## src/rtl/op_dispatcher.sv

```systemverilog
// Instruction-driven dispatcher: fetches 16-bit words from a synchronous ROM,
// issues one-cycle engine commands and waits for a completion interrupt,
// with a per-op watchdog that parks the sequencer in ERR on expiry.
//
// state  | meaning
// -------+-----------------------------------------------------------
// IDLE   | waiting for start
// FETCH  | rom_addr presented; ROM samples it at the end of this cycle
// DECODE | rom_data valid; classify NOP / END / engine command
// ISSUE  | command output is nonzero for exactly this cycle
// WAIT   | waiting for interrupt; watchdog timer counting
// DONE   | END reached; done pulses on the following cycle
// ERR    | watchdog expired; error held until the next start
module op_dispatcher #(
    parameter logic [9:0] TIMEOUT = 10'd1023,
    parameter int         PC_W    = 6
) (
    input  logic            clk,
    input  logic            rst,
    input  logic            start,
    input  logic [PC_W-1:0] prog_base,
    output logic [PC_W-1:0] rom_addr,
    input  logic [15:0]     rom_data,
    output logic [3:0]      command,
    output logic [2:0]      start_addr,
    input  logic            interrupt,
    output logic            busy,
    output logic            done,
    output logic            error,
    output logic [PC_W-1:0] err_pc
);

    typedef enum logic [2:0] {
        S_IDLE,
        S_FETCH,
        S_DECODE,
        S_ISSUE,
        S_WAIT,
        S_DONE,
        S_ERR
    } state_t;

    localparam logic [3:0]      OP_NOP = 4'h0;
    localparam logic [3:0]      OP_END = 4'hF;
    localparam logic [PC_W-1:0] PC_ONE = 1;
    localparam logic [9:0]      TMR_ONE = 10'd1;

    state_t          state_q, state_d;
    logic [PC_W-1:0] pc_q, pc_d;
    logic [3:0]      cmd_q, cmd_d;
    logic [2:0]      saddr_q, saddr_d;
    logic            busy_q, busy_d;
    logic            done_q, done_d;
    logic            error_q, error_d;
    logic [PC_W-1:0] err_pc_q, err_pc_d;
    logic [9:0]      timer_q, timer_d;
    logic [9:0]      timer_inc;
    logic [3:0]      opcode;

    // Low nine instruction bits are reserved and deliberately ignored.
    logic            rsvd_unused;
    assign rsvd_unused = ^rom_data[8:0];

    assign opcode    = rom_data[15:12];
    assign timer_inc = timer_q + TMR_ONE;

    // Sequencer state register and all registered outputs; rst wins over everything.
    always_ff @(posedge clk) begin
        if (rst) begin
            state_q  <= S_IDLE;
            pc_q     <= '0;
            cmd_q    <= 4'h0;
            saddr_q  <= 3'h0;
            busy_q   <= 1'b0;
            done_q   <= 1'b0;
            error_q  <= 1'b0;
            err_pc_q <= '0;
            timer_q  <= '0;
        end else begin
            state_q  <= state_d;
            pc_q     <= pc_d;
            cmd_q    <= cmd_d;
            saddr_q  <= saddr_d;
            busy_q   <= busy_d;
            done_q   <= done_d;
            error_q  <= error_d;
            err_pc_q <= err_pc_d;
            timer_q  <= timer_d;
        end
    end

    // Next-state and next-output logic; command and done default low so they pulse.
    always_comb begin
        state_d  = state_q;
        pc_d     = pc_q;
        cmd_d    = 4'h0;
        saddr_d  = saddr_q;
        done_d   = 1'b0;
        error_d  = error_q;
        err_pc_d = err_pc_q;
        timer_d  = timer_q;

        case (state_q)
            S_IDLE, S_ERR: begin
                if (start) begin
                    pc_d    = prog_base;
                    error_d = 1'b0;
                    state_d = S_FETCH;
                end
            end
            S_FETCH: begin
                state_d = S_DECODE;
            end
            S_DECODE: begin
                if (opcode == OP_END) begin
                    state_d = S_DONE;
                end else if (opcode == OP_NOP) begin
                    pc_d    = pc_q + PC_ONE;
                    state_d = S_FETCH;
                end else begin
                    cmd_d   = opcode;
                    saddr_d = rom_data[11:9];
                    state_d = S_ISSUE;
                end
            end
            S_ISSUE: begin
                timer_d = '0;
                state_d = S_WAIT;
            end
            S_WAIT: begin
                // A completion arriving on the expiry cycle still counts as success.
                if (interrupt) begin
                    pc_d    = pc_q + PC_ONE;
                    state_d = S_FETCH;
                end else begin
                    timer_d = timer_inc;
                    if (timer_inc == TIMEOUT) begin
                        err_pc_d = pc_q;
                        error_d  = 1'b1;
                        state_d  = S_ERR;
                    end
                end
            end
            S_DONE: begin
                done_d  = 1'b1;
                state_d = S_IDLE;
            end
            default: begin
                state_d = S_IDLE;
            end
        endcase

        // busy drops on the same edge that raises done.
        busy_d = (state_d == S_FETCH) || (state_d == S_DECODE) || (state_d == S_ISSUE) ||
                 (state_d == S_WAIT)  || (state_d == S_DONE);
    end

    assign rom_addr   = pc_q;
    assign command    = cmd_q;
    assign start_addr = saddr_q;
    assign busy       = busy_q;
    assign done       = done_q;
    assign error      = error_q;
    assign err_pc     = err_pc_q;

endmodule
```

## config.mk

```make
export PLATFORM = sky130hd
export DESIGN_NAME = op_dispatcher
export DESIGN_NICKNAME = d
export VERILOG_FILES = /design/src/rtl/op_dispatcher.sv
export SDC_FILE = /design/constraint.sdc
export NUM_CORES = 1
export LEC_CHECK = 0
export ABC_CLOCK_PERIOD_IN_PS = 3250
export BUFFER_PORTS_ARGS = -buffer_cell sky130_fd_sc_hd__buf_2
export CELL_PAD_IN_SITES_DETAIL_PLACEMENT = 1
export CELL_PAD_IN_SITES_GLOBAL_PLACEMENT = 2
export CORE_UTILIZATION = 30
export DETAILED_ROUTE_END_ITERATION = 16
export GPL_ROUTABILITY_DRIVEN = 0
export PLACE_DENSITY = 0.88
export RECOVER_POWER = 50
export SETUP_SLACK_MARGIN = 0.05
export SLEW_MARGIN = 20
export SYNTH_ARGS = -nofsm -noshare
export SYNTH_HDL_FRONTEND = slang
export SYNTH_SLANG_ARGS = --single-unit
```

## constraint.sdc

```tcl
create_clock -name clk -period 3.25 [get_ports clk]
set_clock_uncertainty 0.1 [all_clocks]
set_input_delay 0.65 -clock clk [delete_from_list [all_inputs] [get_ports clk]]
set_output_delay 0.65 -clock clk [all_outputs]
set_load 0.005 [all_outputs]
```

## Word-level counts from Yosys, hierarchy flattened

Cells that the tools add are included.

| word-level totals | value |
|---|---|
| flip-flop bits (word level) | 35 |
| input bits | 26 |
| logic and storage cells | 68 |

| cells by class | value |
|---|---|
| $add $sub $neg | 2 |
| eq/ne operators | 19 |
| muxes and demuxes | 18 |
| bitwise logic cells | 4 |
| reductions and logical operators | 16 |

Operator list:

| kind | count |
|---|---|
| $mux 6 | 4 |
| $pmux 10 s2 | 1 |
| $pmux 6 s3 | 1 |
| $eq 3x3->1 const B | 5 |
| $pmux 3 s5 | 1 |
| $eq 3x2->1 const B | 4 |
| $mux 3 | 4 |
| $ne 2x2->1 const B | 6 |
| $add 10x1->10 const B | 1 |
| $eq 10x10->1 const B | 1 |
| $mux 10 | 1 |
| $add 6x1->6 const B | 1 |
| $eq 3x1->1 const B | 2 |
| $reduce_and 3->1 | 2 |
| $reduce_and 5->1 | 1 |
| $eq 4x4->1 const B | 1 |
| $logic_not 4->1 | 1 |
| $logic_or 1x1->1 | 4 |
| $mux 1 | 4 |
| $not 1->1 | 4 |
| $reduce_and 4->1 | 1 |
| $reduce_bool 2->1 | 2 |
| $reduce_or 4->1 | 1 |
| $logic_not 3->1 | 1 |
| other kinds (5) | 5 |

## Depth between registers and ports, before layout

Gate-level depths: netlist of run 1.

| logic depth | value |
|---|---|
| depth after elaboration | 10 |
| depth in mapped cells | 7 |
| gate-level depth less buffers | 6 |

## Worst setup path after synthesis of run 1

OpenSTA, ideal clock, no wires.

| timing path | value |
|---|---|
| path kind | register to register |
| from | register timer_q[0] |
| to | register busy_q, in the netlist busy |
| library setup time | 115 ps |
| data arrival time | 2,106 ps |
| path slack | 929 ps |
| cell stages (with the launch flop) | 8 |
| buffers on the path | 1 |
| clock period less this slack | 2,321 ps |
| path through | dfxtp_1 > ha_1 > nand2_1 > or3_1 > a221oi_1 > or4b_1 > buf_6 > a31o_1 |

| on the way | value |
|---|---|
| word-level cells in the longest chain between the ends | 10 |

RTL lines:

| what | line | source |
|---|---|---|
| from (decl) | 56 | `logic [9:0] timer_q, timer_d;` |
| from (signal assigned) | 88 | `timer_q <= timer_d;` |
| $add 10x1->10 (*) | 65 | `assign timer_inc = timer_q + TMR_ONE;` |
| $eq 10x10->1 (*) | 137 | `if (timer_inc == TIMEOUT) begin` |
| $mux 3 (*) | 137 |  |
| $mux 3 (*) | 132 | `if (interrupt) begin` |
| $pmux 3 s5 (*) | 103 | `case (state_q)` |
| $eq 3x1->1 / $eq 3x2->1 (equally long branches) | 154 | `busy_d = (state_d == S_FETCH) \|\| (state_d == S_DECODE) \|\| (state_d == S_ISSUE) \|\|` |
| $logic_or 1x1->1 (3 in a row) | 154 |  |
| $logic_or 1x1->1 (*) | 155 | `(state_d == S_WAIT) \|\| (state_d == S_DONE);` |
| to (signal assigned) | 84 | `busy_q <= busy_d;` |
| to (decl) | 52 | `logic busy_q, busy_d;` |

Every way passes the cells marked *; elsewhere a longest branch is shown, timed or not.
A chain may end at the register's enable or synchronous reset.

## Worst setup path in the final report of run 1

Same ends and word-level chain as after synthesis.

==> results of run 1 <==
==> sequential cells by signal (all words and copies together) (netlist names) <==
register and cells:
busy 1, command 4, done 1, err_pc 6, error 1, rom_addr 6, start_addr 3, state_q 3
timer_q 10
==> cell usage after synthesis (2+ instances only) <==
cell / number
or3_1: 2
a21oi_1: 25
nor3_1: 7
ha_1: 3
and2_1: 3
buf_6: 3
or4_1: 4
o21ai_0: 11
inv_1: 6
nor4_1: 2
clkbuf_1: 9
nor3b_1: 3
and3_1: 5
nand4b_1: 2
nor2b_1: 2
a31oi_1: 3
nand3_1: 3
a211oi_1: 2
nand4_1: 2
nor2_1: 15
dfxtp_1: 35
mux2i_1: 12
o32ai_1: 5
or2_2: 2
nand2_1: 24
==> cell type report <==
type	instances	area, µm²
fillers	705	3460
clock inverters	2	60.1
flip-flops and latches	35	701
well taps	72	90.1
multi-input cells	157	971
inverters	6	22.5
repair buffers	41	199
clock buffers	6	72.6
==> power by group through the flow <==
stage / combinational (mW) / sequential [mW] / clock [mW]
3_5_place_dp: 0.111 / 0.474 / 0
4_1_cts: 0.111 / 0.464 / 0.481
2_1_floorplan: 0.0727 / 0.467 / 0
3_3_place_gp: 0.108 / 0.474 / 0
6_report: 0.108 / 0.464 / 0.468
5_1_grt: 0.123 / 0.467 / 0.500
==> worst register-to-register path: stages, from the launching register on <==
cell and delay (ns):
dfxtp_1 0.48, ha_1 0.29, nand2_1 0.13, or3_1 0.36, a221oi_1 0.28, or4b_1 0.75, a31o_1 0.32
==> metrics by stage <==
stage,util,hold WS (ns),setup slack (ns),cells,instance area [µm²]
global placement,0.358,0.342,0.486,311,2000
floorplan,-,0.354,0.929,211,1770
detailed placement,0.358,0.354,0.434,311,2000
CTS,0.382,0.365,0.413,319,2130
global route,0.380,0.383,0.277,319,2120
finish,0.380,0.365,0.451,319,2120
==> final timing paths <==
kind | start | to | slack [ns] | cells past startpoint
max | timer_q[0] | busy | 0.45 | 6
min | err_pc[1] | err_pc[1] | 0.37 | 2
max reg2reg | timer_q[0] | busy | 0.45 | 6
min reg2reg | err_pc[1] | err_pc[1] | 0.37 | 2
==> metal layers <==
metal / track usage / up-vias / share of wire
met3: 0.0391 / 4 / 0.046
met1: 0.214 / 812 / 0.49
met4: 0.0500 / 0 / 0.012
li1: - / 835 / -
met5: 0 / - / 0
met2: 0.240 / 36 / 0.45
==> cells by family after synthesis <==
kind of cell	after synthesis
simple gates	84
compound gates	55
flops	35
buf+inv	19
mux	13
fa+ha+maj	3
xor+xnor	2
==> flow_metrics.py, run 1 <==
metrics = {
    "power": {
        "ir_worst_vdd_v": 0.000337,
        "p_seq_frac": 0.446,
        "p_int_mw": 0.799,
        "switchingPower_mw": 0.242,
        "power_mw": 1.04,
        "swShare": 0.232,
        "p_clk_frac": 0.450,
        "pwr-share-comb": 0.104,
        "cellLeakagePower_nw": 0.840,
        "power-per-cell-area_nw_per_um2": 492,
    },
    "yosys": {
        "synthXorXnorAreaFrac": 0.00992,
        "synth.cell_area_um2": 1770,
        "ys_seq_area_frac": 0.397,
        "synth_nets": 240,
        "synth_compound_area_frac": 0.191,
        "syn_area_per_cell_um2": 8.37,
        "synth.distinct_cells": 46,
        "synth_mux_area_frac": 0.0744,
        "syn_inst": 211,
        "synthAdderAreaFrac": 0.0213,
        "synth_top_family_by_area": "simple AND/OR/NAND/NOR gates",
        "synth-async-reset-ratio": 0,
        "yosys-top-cells-area": "dfxtp_1 (40%), a21oi_1 (7.1%), mux2i_1 (6.8%)",
        "ys_ff_latch": 35,
        "yosys.area_share.simple": 0.253,
        "synth_edf_count": 0,
        "yosysWarnings": 0,
        "yosysTopAreaCell": "dfxtp_1",
        "synthFlopType": "dfxtp_1",
        "synth.top_cell.area_share": 0.397,
    },
    "clocking": {
        "cts_tree": "built",
        "cts_hold_buffers": 0,
        "cts.sinks": 35,
        "clock_latency_ns": 0.28,
        "clk_pin_slew_worst_paths_ns": 0.08,
        "clockBufferDepth": 2,
        "cts_buffers": 5,
        "post-cts-setup-buffers": 0,
        "clockRootBuffer": "clkbuf_8",
        "cts_resized": 0,
        "h-tree-depth": 2,
    },
    "floorplanning": {
        "rows": 27,
        "io_pins": 48,
        "start_util": 0.317,
        "die_area_um2": 6200,
        "core_area_um2": 5570,
        "die_h_um": 78.7,
        "fp.dieW_um": 78.7,
    },
    "sta": {
        "finalHoldViolCount": 0,
        "tns_ns": 0,
        "min_period_over_period": 0.861,
        "finalSetupViolCount": 0,
        "max_freq_ghz": 0.357,
        "tightest_slew_ns": 0.815,
        "max_slew_margin": 0.456,
        "final_max_slew_viol_count": 0,
        "period_minus_slack_ns": 2.80,
        "rsz0062_at_grt": "no",
    },
    "job": {
        "maxCapViolCount": 0,
    },
    "grt": {
        "grt_pass1_vias": 1604,
        "overflow": 0,
        "grt_pass1_wl_mm": 7.70,
        "grt_max_degree": 25,
        "antenna_found_initial": 0,
        "grtUsageTotal": 0.157,
    },
    "setup_path": {
        "endpoint_kind": "flop",
        "slowest_delay_ns": 0.75,
        "critPathSlowestCell": "or4b_1",
        "setup.worst_path.start_class": "flop",
        "worstSetupPathType": "reg -> reg",
        "crit_family": "simple AND/OR/NAND/NOR gates",
        "crit_required_ns": 3.33,
        "cp_max_fo": 9,
        "crit_chain": "ha_1 > nand2_1 > or3_1 > a221oi_1 > or4b_1 > a31o_1",
        "cp_data_arrival_time_ns": 2.88,
        "crit_buf_inv": 0,
    },
    "drt": {
        "post-route-drc-count": 0,
        "routedWlPerCell_um": 14.2,
        "ant_nets": 0,
        "wirelength_mm": 4.52,
        "drt_iter0_drc": 85,
        "firstDrtPassIters": 4,
        "vias": 1687,
        "viasPerCell": 5.29,
    },
    "place": {
        "dp.final_hpwl_mm": 3.20,
        "numPortBuffers": 38,
    },
    "final_layout": {
        "final_cell_mix": "dfxtp_1 (35), buf_2 (30), a21oi_1 (25), nand2_1 (24), nor2_1 (15)",
        "final_common_cell": "dfxtp_1",
        "nets": 275,
        "drive_gt1_frac": 0.190,
        "area_growth_pct": 19.8,
        "diodes": 0,
    },
    "hold_path": {
        "hold_class": "reg -> reg",
    },
    "run_status": {
        "status": "finished clean",
    },
}
Power figures use the tool's default switching activity.
==> run 2: changes to the inputs <==
REMOVE_ABC_BUFFERS = 1   (was default)
==> run 2 against run 1 <==
  * Maximum frequency up 7.9%
  * Setup slack gained 0.21 ns
  * Total power increased by 0.54%
  * Critical path depth did not move
  * Sequential cell count unchanged
  * Critical endpoint unchanged
  * Largest cell class unchanged
==> flow_metrics.py, run 2 (synthesis gave the netlist of run 1 again) <==
metrics = {
    "run_status": {
        "status": "finished clean",
    },
    "power": {
        "switchingPower_mw": 0.245,
        "swShare": 0.235,
        "p_clk_frac": 0.450,
        "pwr-share-comb": 0.105,
        "cellLeakagePower_nw": 0.850,
        "ir_worst_vdd_v": 0.000246,
        "power_mw": 1.05,
        "power-per-cell-area_nw_per_um2": 489,
        "p_seq_frac": 0.445,
        "p_int_mw": 0.801,
    },
    "clocking": {
        "cts.sinks": 35,
        "cts_tree": "built",
        "post-cts-setup-buffers": 0,
        "clockBufferDepth": 2,
        "clockRootBuffer": "clkbuf_8",
        "cts_hold_buffers": 0,
        "clock_latency_ns": 0.29,
        "cts_buffers": 5,
        "clk_pin_slew_worst_paths_ns": 0.07,
        "cts_resized": 0,
        "h-tree-depth": 2,
    },
    "final_layout": {
        "nFillCells": 693,
        "largest_reg_flops": 10,
        "fin_cells": 322,
        "area_growth_pct": 21.2,
        "drive_gt1_frac": 0.196,
        "diodes": 0,
        "final_cell_mix": "dfxtp_1 (35), buf_2 (28), a21oi_1 (25), nand2_1 (24), nor2_1 (15)",
        "regMostFlops": "timer_q",
        "fin_area_um2": 2140,
        "final_common_cell": "dfxtp_1",
        "utilization": 0.384,
        "nets": 278,
    },
    "setup_path": {
        "worstSetupPathType": "reg -> reg",
        "endpoint_kind": "flop",
        "slowest_delay_ns": 0.74,
        "cp_data_arrival_time_ns": 2.68,
        "setup.worst_path.start_class": "flop",
        "crit_required_ns": 3.34,
        "cp_max_fo": 9,
        "crit_buf_inv": 0,
        "crit_chain": "ha_1 > nand2_1 > or3_1 > a221oi_1 > or4b_1 > a31o_1",
        "crit_family": "simple AND/OR/NAND/NOR gates",
        "critPathSlowestCell": "or4b_1",
    },
    "sta": {
        "finalSetupViolCount": 0,
        "finalHoldViolCount": 0,
        "max_slew_margin": 0.433,
        "tns_ns": 0,
        "holdWs_ns": 0.359,
        "min_period_over_period": 0.798,
        "period_minus_slack_ns": 2.59,
        "rsz0062_at_grt": "no",
        "tightest_slew_ns": 0.851,
        "final_max_slew_viol_count": 0,
        "finalWorstSetupSlack_ns": 0.657,
        "max_freq_ghz": 0.386,
    },
    "drt": {
        "firstDrtPassIters": 4,
        "wirelength_mm": 4.79,
        "post-route-drc-count": 0,
        "routedWlPerCell_um": 14.9,
        "drt_iter0_drc": 56,
        "viasPerCell": 5.25,
        "ant_nets": 0,
        "vias": 1692,
    },
    "floorplanning": {
        "core_area_um2": 5570,
        "die_area_um2": 6200,
        "start_util": 0.317,
        "die_h_um": 78.7,
        "io_pins": 48,
        "rows": 27,
        "fp.dieW_um": 78.7,
    },
    "grt": {
        "overflow": 0,
        "grtUsageTotal": 0.168,
        "grt_max_degree": 25,
        "grt_pass1_vias": 1650,
        "grt_pass1_wl_mm": 8.05,
        "antenna_found_initial": 0,
    },
    "place": {
        "numPortBuffers": 38,
        "place_ws_ns": 0.499,
        "dp.final_hpwl_mm": 3.39,
        "dp_cells": 314,
        "placed_cell_area_um2": 2020,
    },
    "job": {
        "maxCapViolCount": 0,
    },
    "hold_path": {
        "hold_class": "reg -> reg",
    },
}
## run 2: changes by cell type in the layout (fill, tap and decap cells not counted), sizes merged
cell  delta
buf      +3
## run 2: cell type report
cell class / count / area [µm²] / share of cell area
inverter: 6 / 22.5 / 0.0105
clock inverter: 2 / 60.1 / 0.0281
clock buffer: 6 / 72.6 / 0.0339
sequential: 35 / 701 / 0.327
tap: 72 / 90.1 / 0.0421
multi-input combinational: 157 / 971 / 0.454
timing repair buffer: 44 / 223 / 0.104
## run 2: path summary, 6_finish.rpt
path,start,to,slack [ns],cells past startpoint
setup / recovery,timer_q[1],busy,0.66,6
hold / removal,err_pc[1],err_pc[1],0.36,2
setup reg to reg,timer_q[1],busy,0.66,6
hold reg to reg,err_pc[1],err_pc[1],0.36,2
## run 2: power by group through the flow
stage	clock network, mW	registers (mW)	logic (mW)
finish	0.471	0.465	0.110
global route	0.506	0.468	0.124
CTS	0.487	0.464	0.112
detailed placement	0	0.474	0.112
global placement	0	0.474	0.109
floorplan	0	0.471	0.0616
## run 2: tightest hold or removal path: cells and delay by family (launching register included)
family | cells | cell delay, ns
muxes | 1 | 0.06
and+or+nand+nor | 1 | 0.05
DFF | 1 | 0.31
## run 2: per-layer routing
metal | vias up | global-route usage | wire (µm)
met5 | - | 0 | 0
met4 | 0 | 0.0759 | 93
met3 | 7 | 0.0333 | 170
met2 | 33 | 0.265 | 2200
met1 | 806 | 0.220 | 2330
li1 | 846 | - | -
==> run 3: changes to the inputs <==
ABC_AREA = 1   (was default)
ABC_CLOCK_PERIOD_IN_PS = 2400   (was 3250)
CORE_UTILIZATION = 27   (was 30)
PLACE_DENSITY = 0.87   (was 0.88)
clock period = 2.4 ns   (was 3.25 ns; I/O delays follow)
==> run 3 against run 2 <==
  * Synthesized cell count up 23%
  * Combinational power rose to 2.9 times the previous value
  * Utilization down 3.7 points
  * Via count up 1.1%
  * Maximum frequency up 26%
  * Die area up 8.9%
  * Clock power up 19%
  * Hold slack worse by 0.052 ns
  * Wire length down 6.8%
  * Critical path type unchanged
  * Highest routed layer unchanged
==> flow_metrics.py, run 3 <==
metrics = {
    "grt": {
        "grt_pass1_vias": 1730,
        "overflow": 0,
        "grtUsageTotal": 0.152,
        "antenna_found_initial": 0,
        "gr-max-usage-layer": "met2",
        "met1_usage": 0.184,
        "grt_max_degree": 21,
        "met2_usage": 0.261,
        "grt_pass1_wl_mm": 7.80,
        "use_met3": 0.0374,
    },
    "yosys": {
        "synth_edf_count": 0,
        "syn_area_per_cell_um2": 6.70,
        "yosys-top-cells-area": "dfxtp_1 (40%), nand2_1 (12%), nor2_1 (10%)",
        "synth_most_common_cell": "nand2_1",
        "yosysTopAreaCell": "dfxtp_1",
        "synthFlopType": "dfxtp_1",
        "synth_common_cells": "nand2_1 (55), nor2_1 (46), dfxtp_1 (35), inv_1 (33), o21ai_0 (21)",
        "syn_inst": 259,
        "ys_ff_latch": 35,
        "synth.top_cell.area_share": 0.404,
        "yosysWarnings": 0,
        "synth.distinct_cells": 26,
        "synth-async-reset-ratio": 0,
        "synth.cell_area_um2": 1730,
        "ys_seq_area_frac": 0.404,
    },
    "setup_path": {
        "setup.worst_path.start_class": "flop",
        "endpoint_kind": "flop",
        "cp_data_arrival_time_ns": 2.19,
        "worstSetupPathType": "reg -> reg",
        "r2r_end": "err_pc[1]",
        "crit_required_ns": 2.54,
        "reg2reg_slack_ns": 0.35,
        "rr_startpoint": "timer_q[1]",
        "rr_worst_depth": 13,
        "cp_max_fo": 11,
    },
    "final_layout": {
        "fin_cells": 377,
        "utilization": 0.347,
        "diodes": 0,
        "final_common_cell": "nand2_1",
        "nets": 330,
        "largest_reg_flops": 10,
        "drive_gt1_frac": 0.182,
        "nFillCells": 802,
        "final_cell_mix": "nand2_1 (56), nor2_1 (46), dfxtp_1 (35), inv_1 (34), buf_2 (29)",
        "regMostFlops": "timer_q",
        "area_growth_pct": 21.1,
    },
    "clocking": {
        "cts_buffers": 5,
        "cts_tree": "built",
        "clock_latency_ns": 0.29,
        "clockBufferDepth": 2,
        "post-cts-setup-buffers": 0,
        "h-tree-depth": 2,
        "cts.sinks": 35,
        "cts_hold_buffers": 0,
        "cts_resized": 0,
        "clockRootBuffer": "clkbuf_8",
        "clk_pin_slew_worst_paths_ns": 0.08,
    },
    "sta": {
        "rsz0062_at_grt": "no",
        "min_period_over_period": 0.855,
        "tightest_slew_ns": 0.455,
        "tns_ns": 0,
        "finalSetupViolCount": 0,
        "max_slew_margin": 0.694,
        "final_max_slew_viol_count": 0,
        "period_minus_slack_ns": 2.05,
        "finalHoldViolCount": 0,
        "max_freq_ghz": 0.488,
    },
    "power": {
        "power-per-cell-area_nw_per_um2": 757,
        "cellLeakagePower_nw": 0.958,
        "power_mw": 1.59,
        "ir_worst_vdd_v": 0.000350,
    },
    "hold_path": {
        "hold_depth": 3,
        "hold_class": "in -> reg",
        "min_from": "rom_data[13]",
        "worstHoldEndpoint": "command[1]",
    },
    "floorplanning": {
        "fp.dieW_um": 82.1,
        "rows": 28,
        "start_util": 0.286,
        "core_area_um2": 6060,
        "io_pins": 48,
        "die_area_um2": 6750,
        "die_h_um": 82.1,
    },
    "drt": {
        "ant_nets": 0,
        "routedWlPerCell_um": 11.8,
        "viasPerCell": 4.54,
        "vias": 1711,
        "drt_iter0_drc": 32,
        "wirelength_mm": 4.46,
        "post-route-drc-count": 0,
        "firstDrtPassIters": 4,
    },
    "job": {
        "maxCapViolCount": 0,
    },
    "place": {
        "dp_cells": 369,
        "numPortBuffers": 38,
        "dp.final_hpwl_mm": 3.42,
    },
    "run_status": {
        "status": "finished clean",
    },
}
run 3: how the worst max path moves through the flow:
| stage | startpoint | end | cells past startpoint |
|---|---|---|---|
| detailed placement | timer_q[1] | err_pc[1] | 13 |
| CTS | timer_q[0] | err_pc[1] | 13 |
| global placement | timer_q[1] | err_pc[4] | 13 |
| finish | timer_q[1] | err_pc[1] | 13 |
| global route | timer_q[1] | err_pc[1] | 13 |
| floorplan | timer_q[0] | busy | 14 |
run 3: per-layer routing:
metal  wire length, µm  up-vias  part of all wire
li1                  -      901                 -
met1              2140      778              0.48
met2              2080       28              0.47
met3               187        4             0.042
met4                46        0             0.010
met5                 0        -                 0
run 3: cell families after synthesis:
| family | count (synthesis) | synth area share |
|---|---|---|
| adders and majority gates | 3 | 0.0216 |
| xor gates and xnor gates | 2 | 0.0101 |
| AOI/OAI and AO/OA | 41 | 0.124 |
| buffers and inverters | 41 | 0.0931 |
| and+or+nand+nor | 137 | 0.347 |
| DFF | 35 | 0.404 |
run 3: final cells by class:
class | instances | area, µm² | share of cell area
inverter | 37 | 139 | 0.0661
sequential | 35 | 701 | 0.334
timing repair buffer | 39 | 186 | 0.0887
clock inverter | 3 | 47.5 | 0.0226
clock buffer | 5 | 68.8 | 0.0328
tap | 75 | 93.8 | 0.0447
multi-input combinational | 183 | 865 | 0.412
run 3: critical path, cell delays in order (launching register included):
cell,delay (ns)
dfxtp_1,0.42
ha_1,0.24
nand2_2,0.10
nor2_2,0.14
nand2_1,0.07
nand2_1,0.05
nand2_1,0.06
inv_2,0.05
nand2_1,0.06
nor2_2,0.11
nand3_2,0.23
inv_2,0.17
o21ai_0,0.10
nor2_1,0.10
run 3: through the flow:
stage / worst slack (ns) / instance area [µm²] / hold WS (ns)
3_3_place_gp: 0.334 / 2000 / 0.372
2_1_floorplan: 0.678 / 1710 / 0.352
3_5_place_dp: 0.328 / 2000 / 0.381
5_1_grt: 0.0939 / 2100 / 0.328
4_1_cts: 0.288 / 2120 / 0.301
6_report: 0.349 / 2100 / 0.307
run 3: where the power goes:
group | internal (mW) | total [mW] | switching (mW) | leakage, nW
logic | 0.120 | 0.323 | 0.203 | 0.614
registers | 0.640 | 0.707 | 0.0667 | 0.284
clock network | 0.315 | 0.561 | 0.246 | 0.0587
